### config.mk
export PLATFORM = sky130hd
export DESIGN_NAME = imem_dmem_arbiter_flat
export DESIGN_NICKNAME = d
export VERILOG_FILES = /design/src/rtl/imem_dmem_arbiter_pkg.sv /design/src/rtl/imem_dmem_arbiter_if.sv /design/src/rtl/arb_watchdog.sv /design/src/rtl/imem_dmem_arbiter.sv /design/src/flat_wrapper.sv
export SDC_FILE = /design/constraint.sdc
export NUM_CORES = 1
export LEC_CHECK = 0
export CAP_MARGIN = 20
export CORE_MARGIN = 2
export CORE_UTILIZATION = 32
export CTS_BUF_LIST = sky130_fd_sc_hd__clkbuf_8
export DETAILED_ROUTE_END_ITERATION = 12
export PLACE_DENSITY = 0.66
export SYNTH_ARGS = -nofsm -noshare
export SYNTH_HDL_FRONTEND = slang
export SYNTH_HIERARCHICAL = 1
export SYNTH_SLANG_ARGS = --single-unit
export TNS_END_PERCENT = 1
### constraint.sdc
create_clock -name CLK -period 4.5 [get_ports CLK]
set_input_delay 0.9 -clock CLK [delete_from_list [all_inputs] [get_ports CLK]]
set_output_delay 0.9 -clock CLK [all_outputs]
set_load 0.02 [all_outputs]
### src/rtl/imem_dmem_arbiter_pkg.sv
// rtl/imem_dmem_arbiter_pkg.sv - shared state and grant encodings for the I/D memory arbiter
package imem_dmem_arbiter_pkg;

  typedef enum logic [1:0] {
    IDLE    = 2'd0,
    SERVE_I = 2'd1,
    SERVE_D = 2'd2
  } state_t;

  localparam logic GRANT_INST = 1'b0;
  localparam logic GRANT_DATA = 1'b1;

endpackage

### src/rtl/imem_dmem_arbiter_if.sv
// rtl/imem_dmem_arbiter_if.sv - CPU-port and memory-port signal bundle for the arbiter
interface imem_dmem_arbiter_if #(
  parameter int ADDR_W = 8
);
  logic              i_read;
  logic [31:0]       i_address;
  logic [31:0]       i_readdata;
  logic              i_busywait;
  logic              d_read;
  logic              d_write;
  logic [31:0]       d_address;
  logic [31:0]       d_writedata;
  logic [31:0]       d_readdata;
  logic              d_busywait;
  logic              mem_read;
  logic              mem_write;
  logic [ADDR_W-1:0] mem_address;
  logic [31:0]       mem_writedata;
  logic [31:0]       mem_readdata;
  logic              mem_busywait;
  logic              timeout_err;

  // The arbiter itself.
  modport slave (
    input  i_read, i_address, d_read, d_write, d_address, d_writedata,
           mem_readdata, mem_busywait,
    output i_readdata, i_busywait, d_readdata, d_busywait,
           mem_read, mem_write, mem_address, mem_writedata, timeout_err
  );

  // The surrounding pipeline stages and memory.
  modport master (
    output i_read, i_address, d_read, d_write, d_address, d_writedata,
           mem_readdata, mem_busywait,
    input  i_readdata, i_busywait, d_readdata, d_busywait,
           mem_read, mem_write, mem_address, mem_writedata, timeout_err
  );

endinterface

### src/rtl/arb_watchdog.sv
// rtl/arb_watchdog.sv - busy-cycle counter that aborts stuck memory accesses and flags a sticky error
module arb_watchdog #(
  parameter int TIMEOUT = 64,
  parameter int TO_W    = 7
) (
  input  logic clk,
  input  logic rst,
  input  logic i_clear,
  input  logic i_count,
  output logic o_expired,
  output logic o_timeout_err
);

  logic [TO_W-1:0] r_cnt;
  logic            r_err;

  // Expiry fires on the edge that would bring the count to TIMEOUT.
  assign o_expired     = i_count && (r_cnt == TO_W'(TIMEOUT - 1));
  assign o_timeout_err = r_err;

  always_ff @(posedge clk or posedge rst) begin
    if (rst) begin
      r_cnt <= '0;
      r_err <= 1'b0;
    end else begin
      if (i_clear) begin
        r_cnt <= '0;
      end else if (i_count) begin
        r_cnt <= r_cnt + TO_W'(1);
      end
      if (o_expired) begin
        r_err <= 1'b1;
      end
    end
  end

endmodule

### src/rtl/imem_dmem_arbiter.sv
// rtl/imem_dmem_arbiter.sv - alternating-priority arbiter sharing one word memory between fetch and data ports
module imem_dmem_arbiter
  import imem_dmem_arbiter_pkg::*;
#(
  parameter int ADDR_W  = 8,
  parameter int TIMEOUT = 64,
  parameter int TO_W    = 7
) (
  input logic                  CLK,
  input logic                  RESET,
  imem_dmem_arbiter_if.slave   bus
);

  state_t              r_state;
  logic                r_last_grant;
  logic                r_i_done;
  logic                r_d_done;
  logic                r_mem_read;
  logic                r_mem_write;
  logic [ADDR_W-1:0]   r_mem_address;
  logic [31:0]         r_mem_writedata;
  logic [31:0]         r_i_readdata;
  logic [31:0]         r_d_readdata;

  logic w_i_elig;
  logic w_d_elig;
  logic w_grant_i;
  logic w_grant_any;
  logic w_count;
  logic w_expired;
  logic w_timeout_err;
  logic w_unused_addr_bits;

  // A requester whose done pulse is still high is finishing, not asking again.
  assign w_i_elig    = bus.i_read & ~r_i_done;
  assign w_d_elig    = (bus.d_read | bus.d_write) & ~r_d_done;
  assign w_grant_i   = w_i_elig && (!w_d_elig || r_last_grant == GRANT_DATA);
  assign w_grant_any = (r_state == IDLE) && (w_i_elig || w_d_elig);
  assign w_count     = (r_state != IDLE) && bus.mem_busywait;

  assign w_unused_addr_bits = ^{bus.i_address[31:ADDR_W+2], bus.i_address[1:0],
                                bus.d_address[31:ADDR_W+2], bus.d_address[1:0]};

  arb_watchdog #(
    .TIMEOUT (TIMEOUT),
    .TO_W    (TO_W)
  ) u_watchdog (
    .clk           (CLK),
    .rst           (RESET),
    .i_clear       (w_grant_any),
    .i_count       (w_count),
    .o_expired     (w_expired),
    .o_timeout_err (w_timeout_err)
  );

  always_ff @(posedge CLK or posedge RESET) begin
    if (RESET) begin
      r_state         <= IDLE;
      r_last_grant    <= GRANT_DATA;
      r_i_done        <= 1'b0;
      r_d_done        <= 1'b0;
      r_mem_read      <= 1'b0;
      r_mem_write     <= 1'b0;
      r_mem_address   <= '0;
      r_mem_writedata <= '0;
      r_i_readdata    <= '0;
      r_d_readdata    <= '0;
    end else begin
      r_i_done <= 1'b0;
      r_d_done <= 1'b0;
      case (r_state)
        IDLE: begin
          if (w_grant_i) begin
            r_mem_address <= bus.i_address[ADDR_W+1:2];
            r_mem_read    <= 1'b1;
            r_mem_write   <= 1'b0;
            r_last_grant  <= GRANT_INST;
            r_state       <= SERVE_I;
          end else if (w_d_elig) begin
            r_mem_address   <= bus.d_address[ADDR_W+1:2];
            r_mem_writedata <= bus.d_writedata;
            r_mem_read      <= bus.d_read;
            r_mem_write     <= bus.d_write;
            r_last_grant    <= GRANT_DATA;
            r_state         <= SERVE_D;
          end
        end
        SERVE_I: begin
          if (!bus.mem_busywait || w_expired) begin
            if (!bus.mem_busywait) begin
              r_i_readdata <= bus.mem_readdata;
            end
            r_i_done    <= 1'b1;
            r_mem_read  <= 1'b0;
            r_mem_write <= 1'b0;
            r_state     <= IDLE;
          end
        end
        SERVE_D: begin
          if (!bus.mem_busywait || w_expired) begin
            if (!bus.mem_busywait && r_mem_read) begin
              r_d_readdata <= bus.mem_readdata;
            end
            r_d_done    <= 1'b1;
            r_mem_read  <= 1'b0;
            r_mem_write <= 1'b0;
            r_state     <= IDLE;
          end
        end
        default: r_state <= IDLE;
      endcase
    end
  end

  assign bus.i_busywait    = bus.i_read & ~r_i_done;
  assign bus.d_busywait    = (bus.d_read | bus.d_write) & ~r_d_done;
  assign bus.i_readdata    = r_i_readdata;
  assign bus.d_readdata    = r_d_readdata;
  assign bus.mem_read      = r_mem_read;
  assign bus.mem_write     = r_mem_write;
  assign bus.mem_address   = r_mem_address;
  assign bus.mem_writedata = r_mem_writedata;
  assign bus.timeout_err   = w_timeout_err;

endmodule

### src/flat_wrapper.sv
// flat-port wrapper written by rule: the top's interface ports become plain ports
module imem_dmem_arbiter_flat import imem_dmem_arbiter_pkg::*;
#(
  parameter int ADDR_W  = 8,
  parameter int TIMEOUT = 64,
  parameter int TO_W    = 7
)
  (CLK, RESET, bus_i_read, bus_i_address, bus_d_read, bus_d_write, bus_d_address, bus_d_writedata, bus_mem_readdata, bus_mem_busywait, bus_i_readdata, bus_i_busywait, bus_d_readdata, bus_d_busywait, bus_mem_read, bus_mem_write, bus_mem_address, bus_mem_writedata, bus_timeout_err);
  imem_dmem_arbiter_if #(.ADDR_W(ADDR_W)) bus_i ();
  input logic CLK;
  input logic RESET;
  input wire logic [$bits(bus_i.i_read)-1:0] bus_i_read;
  input wire logic [$bits(bus_i.i_address)-1:0] bus_i_address;
  input wire logic [$bits(bus_i.d_read)-1:0] bus_d_read;
  input wire logic [$bits(bus_i.d_write)-1:0] bus_d_write;
  input wire logic [$bits(bus_i.d_address)-1:0] bus_d_address;
  input wire logic [$bits(bus_i.d_writedata)-1:0] bus_d_writedata;
  input wire logic [$bits(bus_i.mem_readdata)-1:0] bus_mem_readdata;
  input wire logic [$bits(bus_i.mem_busywait)-1:0] bus_mem_busywait;
  output wire logic [$bits(bus_i.i_readdata)-1:0] bus_i_readdata;
  output wire logic [$bits(bus_i.i_busywait)-1:0] bus_i_busywait;
  output wire logic [$bits(bus_i.d_readdata)-1:0] bus_d_readdata;
  output wire logic [$bits(bus_i.d_busywait)-1:0] bus_d_busywait;
  output wire logic [$bits(bus_i.mem_read)-1:0] bus_mem_read;
  output wire logic [$bits(bus_i.mem_write)-1:0] bus_mem_write;
  output wire logic [$bits(bus_i.mem_address)-1:0] bus_mem_address;
  output wire logic [$bits(bus_i.mem_writedata)-1:0] bus_mem_writedata;
  output wire logic [$bits(bus_i.timeout_err)-1:0] bus_timeout_err;
  assign bus_i.i_read = bus_i_read;
  assign bus_i.i_address = bus_i_address;
  assign bus_i.d_read = bus_d_read;
  assign bus_i.d_write = bus_d_write;
  assign bus_i.d_address = bus_d_address;
  assign bus_i.d_writedata = bus_d_writedata;
  assign bus_i.mem_readdata = bus_mem_readdata;
  assign bus_i.mem_busywait = bus_mem_busywait;
  assign bus_i_readdata = bus_i.i_readdata;
  assign bus_i_busywait = bus_i.i_busywait;
  assign bus_d_readdata = bus_i.d_readdata;
  assign bus_d_busywait = bus_i.d_busywait;
  assign bus_mem_read = bus_i.mem_read;
  assign bus_mem_write = bus_i.mem_write;
  assign bus_mem_address = bus_i.mem_address;
  assign bus_mem_writedata = bus_i.mem_writedata;
  assign bus_timeout_err = bus_i.timeout_err;
  imem_dmem_arbiter #(.ADDR_W(ADDR_W), .TIMEOUT(TIMEOUT), .TO_W(TO_W)) u_core (.CLK(CLK), .RESET(RESET), .bus(bus_i));
endmodule
==> metrics.md <==
| Metric | Value |
|---|---|
| Number of standard cells after synthesis | `313` |
| Critical path cell sequence | `clkdlybuf4s50_1 -> o21ba_2 -> clkdlybuf4s50_1` |
| Depth of the most critical reg-to-reg path | `9` |
| Start of the worst register-to-register path | `u_core/r_state[0]$_DFFE_PP0P_` |
| Standard cell core area | `14600 um2` |
| Hold violation total from the final report | `0` |
| Number of search-and-repair iterations in the first detailed-routing pass | `4` |
| Final core occ | `50.1%` |
| Synthesized area divided by synthesized cell count | `15.4 um2` |
| Power per Cell Area | `759 nW/um2` |
| Initial antenna violation count | `0` |
| Inst Count DP | `681` |
| CTS H-tree depth | `4` |
| Routability Congestion | `0.777` |
| Most numerous cell types in the synthesized netlist | `118 x dfrtp_1, 66 x mux2_2, 28 x mux2_4` |
| Area of placed instances | `6950 um2` |
| Share of final-layout standard cells stronger than drive strength 1 | `25.5%` |
| Total setup buffers inserted after CTS | `0` |
| Final Cycle Share | `70.2%` |
| TritonCTS sink count | `119` |
| Dominant cell by count in the synthesized netlist | `dfrtp_1` |
| Latest clock arrival within the worst-skew pair | `0.43 ns` |
| Total routing usage reported by global routing | `14.7%` |
| Full die area | `16000 um2` |
| Count of input and output buffers | `194` |
| Clock tree from TritonCTS | `done` |
| Smallest setup slack after layout | `1.34 ns` |
| CP peak stage delay | `0.62 ns` |
| Power consumption | `5.55 mW` |
| Post-route DRC | `0` |
| Startpoint of the lowest-slack hold path | `u_core/u_watchdog/o_timeout_err$_DFFE_PP0P_` |
| Worst Hold Path EP | `u_core/u_watchdog/o_timeout_err$_DFFE_PP0P_` |
| Crit path top cell by count | `clkdlybuf4s50_1` |
| Area contributors post-synth | `dfrtp_1 61%, mux2_2 15%, mux2_4 8.7%` |
| Vertical die dimension | `127 um` |
| Maximum fanout count along the critical path | `4` |
| Worst Path Required | `3.60 ns` |
| Vias | `3259` |
| Post-CTS resize count | `0` |
| Rows | `44` |
| Number of violations of the max-capacitance limit | `0` |
| Inserted Clock Buffers | `17` |
| Net count after synthesis | `451` |
| Wire length of the first global-routing pass | `18400 um` |
| Dpl ws | `1.10 ns` |
| Setup TNS after final layout | `0 ns` |
| Routed vias/inst | `4.57` |
| Clock Tree Root | `clkbuf_8` |
| Worst-case register-to-register setup slack | `1.88 ns` |
| Number of flip-flops and latches in the synthesized netlist | `119` |
| Fraction of registers with async set or reset after synthesis | `100%` |
| DP HPWL | `7960 um` |
| Outcome | `completed` |
| CP Capture Type | `output port` |
| Finish-stage setup viols | `0` |
| Post-route insts no fill | `713` |
| DRC marker count from the first detailed-route iteration | `91` |
| Worst hold path depth | `1` |
| Remaining global-route overflow | `0` |
| Max transition margin | `39.7%` |
| Layout Area Growth over Synthesis | `52.0%` |
| Post-DRT Antenna Nets | `0` |
| Combined area of all synthesized cells | `4810 um2` |
| Crit path time final | `3.16 ns` |
| Arrival time at the worst endpoint | `2.26 ns` |
| Top FF cell, synth | `dfrtp_1` |
| Unrepaired setup endpoints after global routing | `no` |
| Post-synthesis sequential area ratio | `61.9%` |
| Cell with the largest stage delay on the worst path | `clkdlybuf4s50_1` |
| Initial standard-cell utilization of the core | `33.0%` |
| Post-detailed-route wirelength per cell | `15.9 um` |
| Summed area of non-filler cells in the final layout | `7310 um2` |
| Total number of nets in the final design | `654` |
| Post-Route Hold Slack | `0.473 ns` |
| Die Width | `127 um` |
| Pin count of the biggest net entering global routing | `72` |
| Cts hold-fix bufs | `0` |
| Leading area contributor after synthesis | `dfrtp_1` |
| Category of the most critical setup path | `in -> out` |
| YS warnings | `6` |
| Worst slew pin tran | `0.904 ns` |
| Antenna diode count | `0` |
| Clock input transition at the sequential cells of the worst setup and hold paths | `0.07 ns` |
| Leak Pwr | `3.21 nW` |
| Setup clock skew after layout | `0.0108 ns` |
| Top cell type's share of synthesized area | `61.4%` |
| Via count of the first global-routing pass | `3666` |
| Post-synth EDFFs | `0` |
| Deepest clock path buffer count | `2` |
| Maximum operating frequency | `316 MHz` |
| Worst R2R End | `u_core/bus.mem_read$_DFFE_PP0P_` |
| Hold WC Path Type | `reg -> reg` |
| Cell variety after synth | `35` |
| Final max-slew violation count | `0` |
| Overall routed net length | `11300 um` |
| Critical path startpoint category | `input pin` |
| Worst IR drop on VDD | `0.352 mV` |
| I/O pin count | `243` |
-- worst max-delay path, delay by kind of cell --
family          cells  cell delay (ns)
buf+inv             2             1.15
compound gates      1             0.20
-- registers in the layout, indices dropped and copies added, names as in the netlist, 2 cells and up --
signal / count
u_core/bus.d_readdata: 32
u_core/bus.i_readdata: 32
u_core/bus.mem_address: 8
u_core/bus.mem_writedata: 32
u_core/r_state: 2
u_core/u_watchdog/r_cnt: 7
-- where the power goes --
group / switching, mW / internal (mW) / total (mW)
clock network: 0.416 / 0.468 / 0.884
registers: 0.268 / 1.58 / 1.85
logic: 1.29 / 1.52 / 2.82
-- logic make-up after synthesis --
| family | share of synthesized area, % |
|---|---|
| buf+inv | 2.57 |
| xor+xnor | 0.728 |
| fa+ha+maj | 1.04 |
| simple gates | 3.98 |
| mux | 26.5 |
| flops | 61.9 |
| compound gates | 3.22 |
-- cells in the final DEF (no fill, tap or decap), types with 9 or more instances in the layout --
cell	instances
inv_1	11
dfrtp_1	118
clkdlybuf4s50_1	194
mux2_4	28
a21oi_1	11
mux2i_1	9
nor2_1	16
mux2_2	66
clkbuf_8	20
-- final cells by class --
type / count / area, um2
multi-input cells: 172 / 1710
clock inverters: 12 / 87.6
clock buffers: 20 / 275
repair buffers: 198 / 2000
well taps: 184 / 230
fillers: 1284 / 7280
flip-flops and latches: 119 / 2980
inverters: 8 / 32.5
-- metal layers --
metal / track usage (%) / wire length [um] / vias up
li1: - / - / 1507
met1: 17.4 / 4650 / 1610
met2: 23.8 / 5650 / 124
met3: 5.86 / 820 / 18
met4: 5.95 / 225 / 0
met5: 0 / 0 / -
-- worst max-delay path by stage --
| stage | slack [ns] | to | start | cells past startpoint |
|---|---|---|---|---|
| finish | 1.34 | bus_d_busywait | bus_d_write | 3 |
| global route | 1.30 | bus_d_busywait | bus_d_write | 3 |
| CTS | 1.33 | bus_d_busywait | bus_d_write | 3 |
| detailed placement | 1.10 | u_core/bus.mem_read$_DFFE_PP0P_ | bus_mem_busywait | 8 |
| global placement | 1.19 | u_core/bus.mem_read$_DFFE_PP0P_ | bus_mem_busywait | 8 |
| floorplan | 0.67 | u_core/bus.d_readdata[0]$_DFFE_PP0P_ | RESET | 1 |
Power figures use the tool's default switching activity.
